File: config.mk
export PLATFORM = sky130hd
export DESIGN_NAME = spi_master
export DESIGN_NICKNAME = d
export VERILOG_FILES = /design/src/rtl/spi_pkg.sv /design/src/rtl/spi_clkgen.sv /design/src/rtl/spi_master.sv
export SDC_FILE = /design/constraint.sdc
export NUM_CORES = 1
export LEC_CHECK = 0
export ABC_AREA = 1
export ABC_CLOCK_PERIOD_IN_PS = 2550
export BUFFER_PORTS_ARGS = -buffer_cell sky130_fd_sc_hd__buf_2
export CORE_ASPECT_RATIO = 0.7
export CORE_UTILIZATION = 30
export CTS_CLUSTER_DIAMETER = 50
export DETAILED_ROUTE_END_ITERATION = 8
export GPL_ROUTABILITY_DRIVEN = 0
export HOLD_SLACK_MARGIN = 0.05
export PLACE_DENSITY = 0.46
export SLEW_MARGIN = 10
export SYNTH_ARGS = -nofsm -noshare
export SYNTH_HDL_FRONTEND = slang
export SYNTH_SLANG_ARGS = --single-unit
File: constraint.sdc
create_clock -name clk -period 2.55 [get_ports clk]
set_clock_uncertainty 0.05 [all_clocks]
set_input_delay 0.51 -clock clk [delete_from_list [all_inputs] [get_ports clk]]
set_output_delay 0.51 -clock clk [all_outputs]
set_load 0.01 [all_outputs]
File: src/rtl/spi_pkg.sv
// spi_pkg: frame geometry, rw encoding and FSM state codes shared by the SPI initiator
package spi_pkg;
  localparam int FRAME_BITS = 16;
  localparam int ADDR_BITS = 7;
  localparam int DATA_BITS = 8;
  localparam logic RW_READ = 1'b1;
  localparam logic RW_WRITE = 1'b0;
  localparam logic [2:0] ST_IDLE = 3'd0;
  localparam logic [2:0] ST_LEAD = 3'd1;
  localparam logic [2:0] ST_XFER = 3'd2;
  localparam logic [2:0] ST_TRAIL = 3'd3;
  localparam logic [2:0] ST_GAP = 3'd4;
  function automatic logic [FRAME_BITS-1:0] build_frame(input logic [ADDR_BITS-1:0] addr,
                                                         input logic rw,
                                                         input logic [DATA_BITS-1:0] wdata);
    return {addr, rw, rw == RW_WRITE ? wdata : {DATA_BITS{1'b0}}};
  endfunction
endpackage

File: src/rtl/spi_clkgen.sv
// spi_clkgen: prescaler counting 0..CLKDIV-1, strobing tick_o on the last count
module spi_clkgen #(
  parameter int CLKDIV = 5
) (
  input  logic clk,
  input  logic reset,
  input  logic clr_i,
  output logic tick_o
);
  localparam int CW = $clog2(CLKDIV);
  logic [CW-1:0] cnt_q, cnt_d;
  assign tick_o = cnt_q == CW'(CLKDIV - 1);
  // restart on clear or wrap after the tick
  always_comb cnt_d = (clr_i || tick_o) ? '0 : cnt_q + 1'b1;
  // count register
  always_ff @(posedge clk) cnt_q <= reset ? '0 : cnt_d;
endmodule

File: src/rtl/spi_master.sv
// spi_master: single address/rw/data SPI frame initiator with registered pin outputs
module spi_master
  import spi_pkg::*;
#(
  parameter int CLKDIV = 5
) (
  input  logic                 clk,
  input  logic                 reset,
  input  logic                 start,
  input  logic                 rw,
  input  logic [ADDR_BITS-1:0] addr,
  input  logic [DATA_BITS-1:0] wdata,
  output logic                 busy,
  output logic                 done,
  output logic [DATA_BITS-1:0] rdata,
  output logic                 sclk_pin,
  output logic                 cs_pin,
  output logic                 mosi_pin,
  input  logic                 miso_pin
);
  logic [2:0] state_q, state_d;
  logic [FRAME_BITS-1:0] tx_q, tx_d;
  logic [DATA_BITS-1:0] rx_q, rx_d, rdata_q, rdata_d;
  logic [3:0] bit_q, bit_d;
  logic rw_q, rw_d, sclk_q, sclk_d, cs_q, cs_d, mosi_q, mosi_d, busy_q, busy_d, done_q, done_d;
  logic tick;
  spi_clkgen #(.CLKDIV(CLKDIV)) u_clkgen (
    .clk(clk),
    .reset(reset),
    .clr_i(state_d != state_q),
    .tick_o(tick)
  );
  // frame sequencing: SCLK toggles on ticks, MOSI shifts and MISO is sampled on falling ticks
  always_comb begin
    state_d = state_q;
    tx_d = tx_q;
    rx_d = rx_q;
    bit_d = bit_q;
    rw_d = rw_q;
    sclk_d = sclk_q;
    rdata_d = rdata_q;
    case (state_q)
      ST_IDLE: if (start) begin
        state_d = ST_LEAD;
        tx_d = build_frame(addr, rw, wdata);
        rw_d = rw;
        bit_d = 4'd15;
      end
      ST_LEAD: if (tick) begin
        state_d = ST_XFER;
        sclk_d = 1'b1;
      end
      ST_XFER: if (tick) begin
        sclk_d = !sclk_q;
        if (sclk_q) begin
          rx_d = bit_q[3] ? rx_q : {rx_q[DATA_BITS-2:0], miso_pin};
          tx_d = tx_q << 1;
          state_d = bit_q == 4'd0 ? ST_TRAIL : ST_XFER;
          bit_d = bit_q == 4'd0 ? 4'd15 : bit_q - 4'd1;
        end
      end
      ST_TRAIL: if (tick) begin
        state_d = ST_GAP;
        rdata_d = rw_q == RW_READ ? rx_q : rdata_q;
      end
      ST_GAP: if (tick) state_d = ST_IDLE;
      default: state_d = ST_IDLE;
    endcase
    cs_d = !(state_d == ST_LEAD || state_d == ST_XFER || state_d == ST_TRAIL);
    mosi_d = tx_d[FRAME_BITS-1];
    busy_d = state_d != ST_IDLE;
    done_d = state_q == ST_TRAIL && state_d == ST_GAP;
  end
  // state and pin registers, all forced to idle values by reset
  always_ff @(posedge clk) begin
    if (reset) begin
      state_q <= ST_IDLE;
      tx_q <= '0;
      rx_q <= '0;
      bit_q <= 4'd15;
      rw_q <= 1'b0;
      sclk_q <= 1'b0;
      cs_q <= 1'b1;
      mosi_q <= 1'b0;
      busy_q <= 1'b0;
      done_q <= 1'b0;
      rdata_q <= '0;
    end else begin
      state_q <= state_d;
      tx_q <= tx_d;
      rx_q <= rx_d;
      bit_q <= bit_d;
      rw_q <= rw_d;
      sclk_q <= sclk_d;
      cs_q <= cs_d;
      mosi_q <= mosi_d;
      busy_q <= busy_d;
      done_q <= done_d;
      rdata_q <= rdata_d;
    end
  end
  assign busy = busy_q;
  assign done = done_q;
  assign rdata = rdata_q;
  assign sclk_pin = sclk_q;
  assign cs_pin = cs_q;
  assign mosi_pin = mosi_q;
endmodule
=== Word-level counts from Yosys, hierarchy flattened ===
Index checks and enable logic that the tools add are counted.

* Word-level logic and storage cells: 67
* Input bits: 20
* Register bits: 47
* Output and inout bits: 13

* $add $sub $neg: 2
* Equality and inequality tests: 14
* Muxes and demuxes: 21
* Reduce and logical (&&, ||, !) cells: 17
* Bitwise operators: 1

{| class="wikitable"
|+ Operator list
! operator !! number
|-
| 16-bit 2-to-1 mux || 3
|-
| 16-bit one-hot mux with 2 select lines || 1
|-
| 3-bit 2-to-1 mux || 6
|-
| 4-bit 2-to-1 mux || 4
|-
| 3-bit one-hot mux with 5 select lines || 1
|-
| 3-bit by 2-bit == test with 1-bit output, second input constant || 4
|-
| 3-bit == test, second input constant || 3
|-
| 8-bit 2-to-1 mux || 1
|-
| 4-bit one-hot mux with 2 select lines || 1
|-
| 4-bit AND reduction || 2
|-
| 3-bit by 1-bit == test with 1-bit output, second input constant || 2
|-
| 3-bit AND reduction || 2
|-
| 4-bit logical NOT || 1
|-
| 2-bit by 1-bit != test with 1-bit output, second input constant || 2
|-
| 2-bit != test, second input constant || 2
|-
| 2-bit nonzero test || 2
|-
| 4-bit by 1-bit subtractor with 4-bit output, second input constant || 1
|-
| 3-bit by 1-bit adder with 3-bit output, second input constant || 1
|-
| 3-bit logical NOT || 1
|-
| 1-bit logical OR || 3
|-
| 1-bit 2-to-1 mux || 3
|-
| 3-bit != test || 1
|-
| 3-bit nonzero test || 1
|-
| 1-bit logical NOT || 2
|-
| 5 further kinds || 5
|}

=== Longest topological paths before layout ===
* Word-level depth: 9
* Mapped depth: 10
* Gate-level depth less buffers: 10

=== Modules after synthesis ===
A second synthesis with hierarchy kept.

* Cells, all modules: 316
* Area, all modules: 2193.4 µm²

{| class="wikitable"
|+ By module, submodules not included
! module !! area an instance (µm²) !! cells each !! instances !! sequential area each (µm²)
|-
| spi_master || 2044.5 || 296 || 1 || 880.8
|-
| spi_clkgen || 148.9 || 20 || 1 || 60.1
|}

=== Worst setup path before layout ===
OpenSTA, ideal clock, no wires.

* Path kind: register to register
* Start point: register u_clkgen.cnt_q[0]
* End point: register rx_q[2]
* Setup time: 132 ps
* Stages on the path, launching flop included: 9
* Data required time: 2368 ps
* Arrival time: 1226 ps
* Path buffers: 1
* Period minus slack after synthesis: 1409 ps
* Setup slack: 1141 ps
* Cells stage by stage: dfxtp_1 -> inv_1 -> ha_1 -> nand3_1 -> nor2_4 -> buf_4 -> nand2_2 -> nand2_1 -> a21oi_1

* Longest elaborated chain between the ends: 2

{| class="wikitable"
|+ RTL lines
! what !! line !! text
|-
| from (decl) || spi_clkgen.sv:11 || <nowiki>logic [CW-1:0] cnt_q, cnt_d;</nowiki>
|-
| from (signal assigned) || spi_clkgen.sv:16 || <nowiki>always_ff @(posedge clk) cnt_q <= reset ? '0 : cnt_d;</nowiki>
|-
| 3-bit == test || spi_clkgen.sv:12 || <nowiki>assign tick_o = cnt_q == CW'(CLKDIV - 1);</nowiki>
|-
| 4-bit AND reduction (no line) || - ||
|-
| to (signal assigned) || spi_master.sv:91 || <nowiki>rx_q <= rx_d;</nowiki>
|-
| to (decl) || spi_master.sv:23 || <nowiki>logic [DATA_BITS-1:0] rx_q, rx_d, rdata_q, rdata_d;</nowiki>
|}

No other way between the ends.
A chain may end at the register's enable or synchronous reset.

=== Final worst setup path ===
* Start point: register state_q[2]
* End point: register u_clkgen.cnt_q[1]

* Longest elaborated chain between the ends: 6
* Elaborated cells on any way between the ends: 15
* Those cells by class: eq/ne: 5; mux: 7; reduce/logical: 3

{| class="wikitable"
|+ RTL lines
! what !! line !! text
|-
| from (decl) || spi_master.sv:21 || <nowiki>logic [2:0] state_q, state_d;</nowiki>
|-
| from (signal assigned) || spi_master.sv:89 || <nowiki>state_q <= state_d;</nowiki>
|-
| 3-bit 2-to-1 mux || spi_master.sv:55 || <nowiki>if (sclk_q) begin</nowiki>
|-
| 3-bit 2-to-1 mux || spi_master.sv:53 || <nowiki>ST_XFER: if (tick) begin</nowiki>
|-
| 3-bit one-hot mux with 5 select lines || spi_master.sv:42 || <nowiki>case (state_q)</nowiki>
|-
| 3-bit != test (*) || spi_master.sv:30 || <nowiki>.clr_i(state_d != state_q),</nowiki>
|-
| 1-bit logical OR (*) || spi_clkgen.sv:14 || <nowiki>always_comb cnt_d = (clr_i || tick_o) ? '0 : cnt_q + 1'b1;</nowiki>
|-
| 2-bit OR reduction (no line) (*) || - ||
|}

Every way passes the cells marked *; elsewhere a longest branch is shown, timed or not.

==> out/metrics.yaml <==
logic_synthesis:
  yosysTopAreaCell: "dfxtp_1"
  synth_edf_count: 0
  synth_top_area_share_pct: 46.9
  synthArstFlopShare_pct: 0
  synthesis.instances: 265
  ys_seq_area_share_pct: 46.9
  synthTopCellsByCount: "nand2_1 (56), dfxtp_1 (47), nor2_1 (33), a21oi_1 (23), inv_1 (17)"
  syn_nets: 289
  synth_ff_type: "dfxtp_1"
  ys_top_cells_by_area: "dfxtp_1 (47%), nand2_1 (10%), nor2_1 (6.2%), a21oi_1 (5.7%), nand3_1 (4.0%)"
  ys_ff_latch: 47
  synthMostInstantiatedCell: "nand2_1"
  yosysWarnings: 0
  avgSynthCellArea_um2: 7.57
  synth_cell_type_count: 26
  syn_area_mm2: 0.00201
sta:
  slew_headroom_pct: 74.2
  fmax_mhz: 540
  period_minus_slack_ns: 1.85
  period_share_pct: 72.6
  slew_violations: 0
  tightest_slew_ns: 0.387
  hold_viol: 0
  setup_viol_count_final: 0
  rsz0062_at_grt: "no"
  finalSetupTns_ns: 0
  finalWorstSetupSlack_ns: 0.699
floorplan:
  io_pins: 33
  coreArea_mm2: 0.00634
  fp.dieH_um: 70.4
  dieWidth_um: 99.8
  num_rows: 24
  die_area_mm2: 0.00703
  initial_core_util_pct: 31.7
critical_path:
  cp-start-kind: "flip-flop"
  slowest_stage: "dfxtp_1"
  cp-end-kind: "flip-flop"
  r2r-end: "u_clkgen.cnt_q[1]$_SDFF_PP0_"
  arrival_ns: 2.00
  r2r_slack_ns: 0.70
  path_cells: "inv_2 -> nand3_2 -> o21ai_2 -> buf_4 -> nand2_1 -> nand4_1 -> nor2_1"
  critPathRequiredTime_ns: 2.70
  r2r_cells: 7
  r2r_start: "state_q[2]$_SDFF_PP0_"
  worstSetupPathType: "reg -> reg"
  max_stage_delay_ns: 0.36
  critPathMaxFanout: 31
final_layout:
  stdcell_area_mm2: 0.00236
  nets: 321
  drive_gt1_share_pct: 18.5
  areaGrowthSynthToFinish_pct: 17.6
  diodes: 0
placed_design:
  portBuffers: 32
  pre_cts_slack_ns: 0.732
  hpwl_um: 3060
  post_dp_cell_area_mm2: 0.00225
power_and_ir_drop:
  cellLeakagePower_nw: 1.04
  switching_power_mw: 0.369
  switching_share_pct: 24.9
  ir_drop_mv: 0.196
  p_int_mw: 1.11
  powerDensity_mw_per_mm2: 627
  clkPwrFrac_pct: 37.7
  power.share.combinational_pct: 9.3
  sequentialPowerShare_pct: 53.0
cts:
  cts_tree: "yes"
  cts_setup_buffers: 0
  cts_inserted_buffers: 5
  hold_buffers: 0
  clockBufferDepth: 2
  htree_levels: 2
  post_cts_resized: 0
  clockRootBuffer: "clkbuf_8"
  clock_latency_ns: 0.30
  cts_sinks: 47
  clk_pin_slew_ns: 0.09
status:
  status: "finished clean"
global_route:
  antenna_found_initial: 0
  grt_overflow_total: 0
  grt_pass1_vias: 1594
  globalRouteTotalUtil_pct: 13.6
  grt_max_degree: 32
  grt_pass1_wl_um: 7550
min_path:
  hold_depth: 3
  min-delay-start: "wdata[0]"
  worstHoldPathType: "in -> reg"
  whs_endpoint: "tx_q[0]$_SDFFE_PP0P_"
route:
  ant_nets: 0
  viasPerCell: 4.54
  post_drt_wl_per_cell_um: 11.4
  drt_pass1_iterations: 4
  drtIter0Drc: 112
  drt-total-wl_um: 4430
  drc: 0
  vias: 1767
flow_run:
  drv_cap: 0
[final cells by class]
cell class              instances  area, µm²
fillers                       695       3980
flip-flops and latches         47        941
multi-input cells             187        928
repair buffers                 36        190
well taps                      91        114
inverters                      20       75.1
clock buffers                   5       68.8
clock inverters                 3       43.8
[power by group through the flow]
stage	combinational [mW]	clock (mW)	sequential (mW)
4_1_cts	0.139	0.571	0.785
5_1_grt	0.158	0.598	0.790
3_3_place_gp	0.137	0	0.802
2_1_floorplan	0.0941	0	0.801
3_5_place_dp	0.138	0	0.801
6_report	0.137	0.559	0.785
[worst max path at each step]
stage / end / slack [ns] / from
finish: u_clkgen.cnt_q[1]$_SDFF_PP0_ / 0.70 / state_q[2]$_SDFF_PP0_
global route: u_clkgen.cnt_q[1]$_SDFF_PP0_ / 0.52 / state_q[2]$_SDFF_PP0_
CTS: u_clkgen.cnt_q[1]$_SDFF_PP0_ / 0.71 / state_q[2]$_SDFF_PP0_
detailed placement: u_clkgen.cnt_q[1]$_SDFF_PP0_ / 0.73 / state_q[2]$_SDFF_PP0_
global placement: u_clkgen.cnt_q[1]$_SDFF_PP0_ / 0.79 / state_q[2]$_SDFF_PP0_
floorplan: rx_q[2]$_SDFFE_PP0P_ / 1.14 / u_clkgen.cnt_q[0]$_SDFF_PP0_
[state kept, by name, indices dropped and copies added (netlist names)]
register,cells
sclk_pin,1
state_q,3
bit_q,4
done,1
rx_q,8
u_clkgen.cnt_q,3
tx_q,16
cs_pin,1
rdata,8
rw_q,1
busy,1
[routing by layer]
| layer | global-route usage [%] | wire length [µm] |
|---|---|---|
| met1 | 20.8 | 2490 |
| met2 | 18.2 | 1660 |
| met3 | 3.60 | 234 |
| met4 | 4.41 | 53 |
| met5 | 0 | 0 |
[cell usage in the layout (no fill, tap or decap)]
cell	instances
a21oi_1	23
clkinv_4	1
xor2_1	1
nand4_1	4
ha_1	4
nand3_1	16
inv_1	17
buf_2	32
o21ai_2	1
o21ai_1	16
bufinv_16	1
nor2_4	3
a21boi_1	2
buf_4	4
nand2_1	56
o21ai_0	14
o21bai_1	1
nor2_1	33
a21boi_0	5
nor4_1	1
clkinv_2	1
nand3_2	2
a211oi_1	1
nand2_2	2
o211ai_1	1
dfxtp_1	47
xnor2_1	1
inv_2	3
clkbuf_8	5
[cell families after synthesis]
family | after synthesis | synth area share (%)
and+or+nand+nor | 117 | 25.5
DFF | 47 | 46.9
buffers and inverters | 31 | 6.86
AOI/OAI and AO/OA | 64 | 17.4
xor gates and xnor gates | 2 | 0.873
adders and majority gates | 4 | 2.49
[stage by stage]
stage / power [mW] / cells / util, % / hold slack [ns]
after floorplan: 0.895 / 265 / - / 0.367
after global placement: 0.939 / 381 / 35.5 / 0.381
after detailed placement: 0.939 / 381 / 35.5 / 0.389
after CTS: 1.49 / 389 / 37.3 / 0.388
after global routing: 1.55 / 389 / 37.3 / 0.395
final: 1.48 / 389 / 37.3 / 0.391
[worst max-delay path, delay by kind of cell (launching register included)]
kind / cells / cell delay (ns)
flops: 1 / 0.36
simple gates: 4 / 0.66
buf+inv: 2 / 0.48
compound gates: 1 / 0.20
Power figures use the tool's default switching activity.
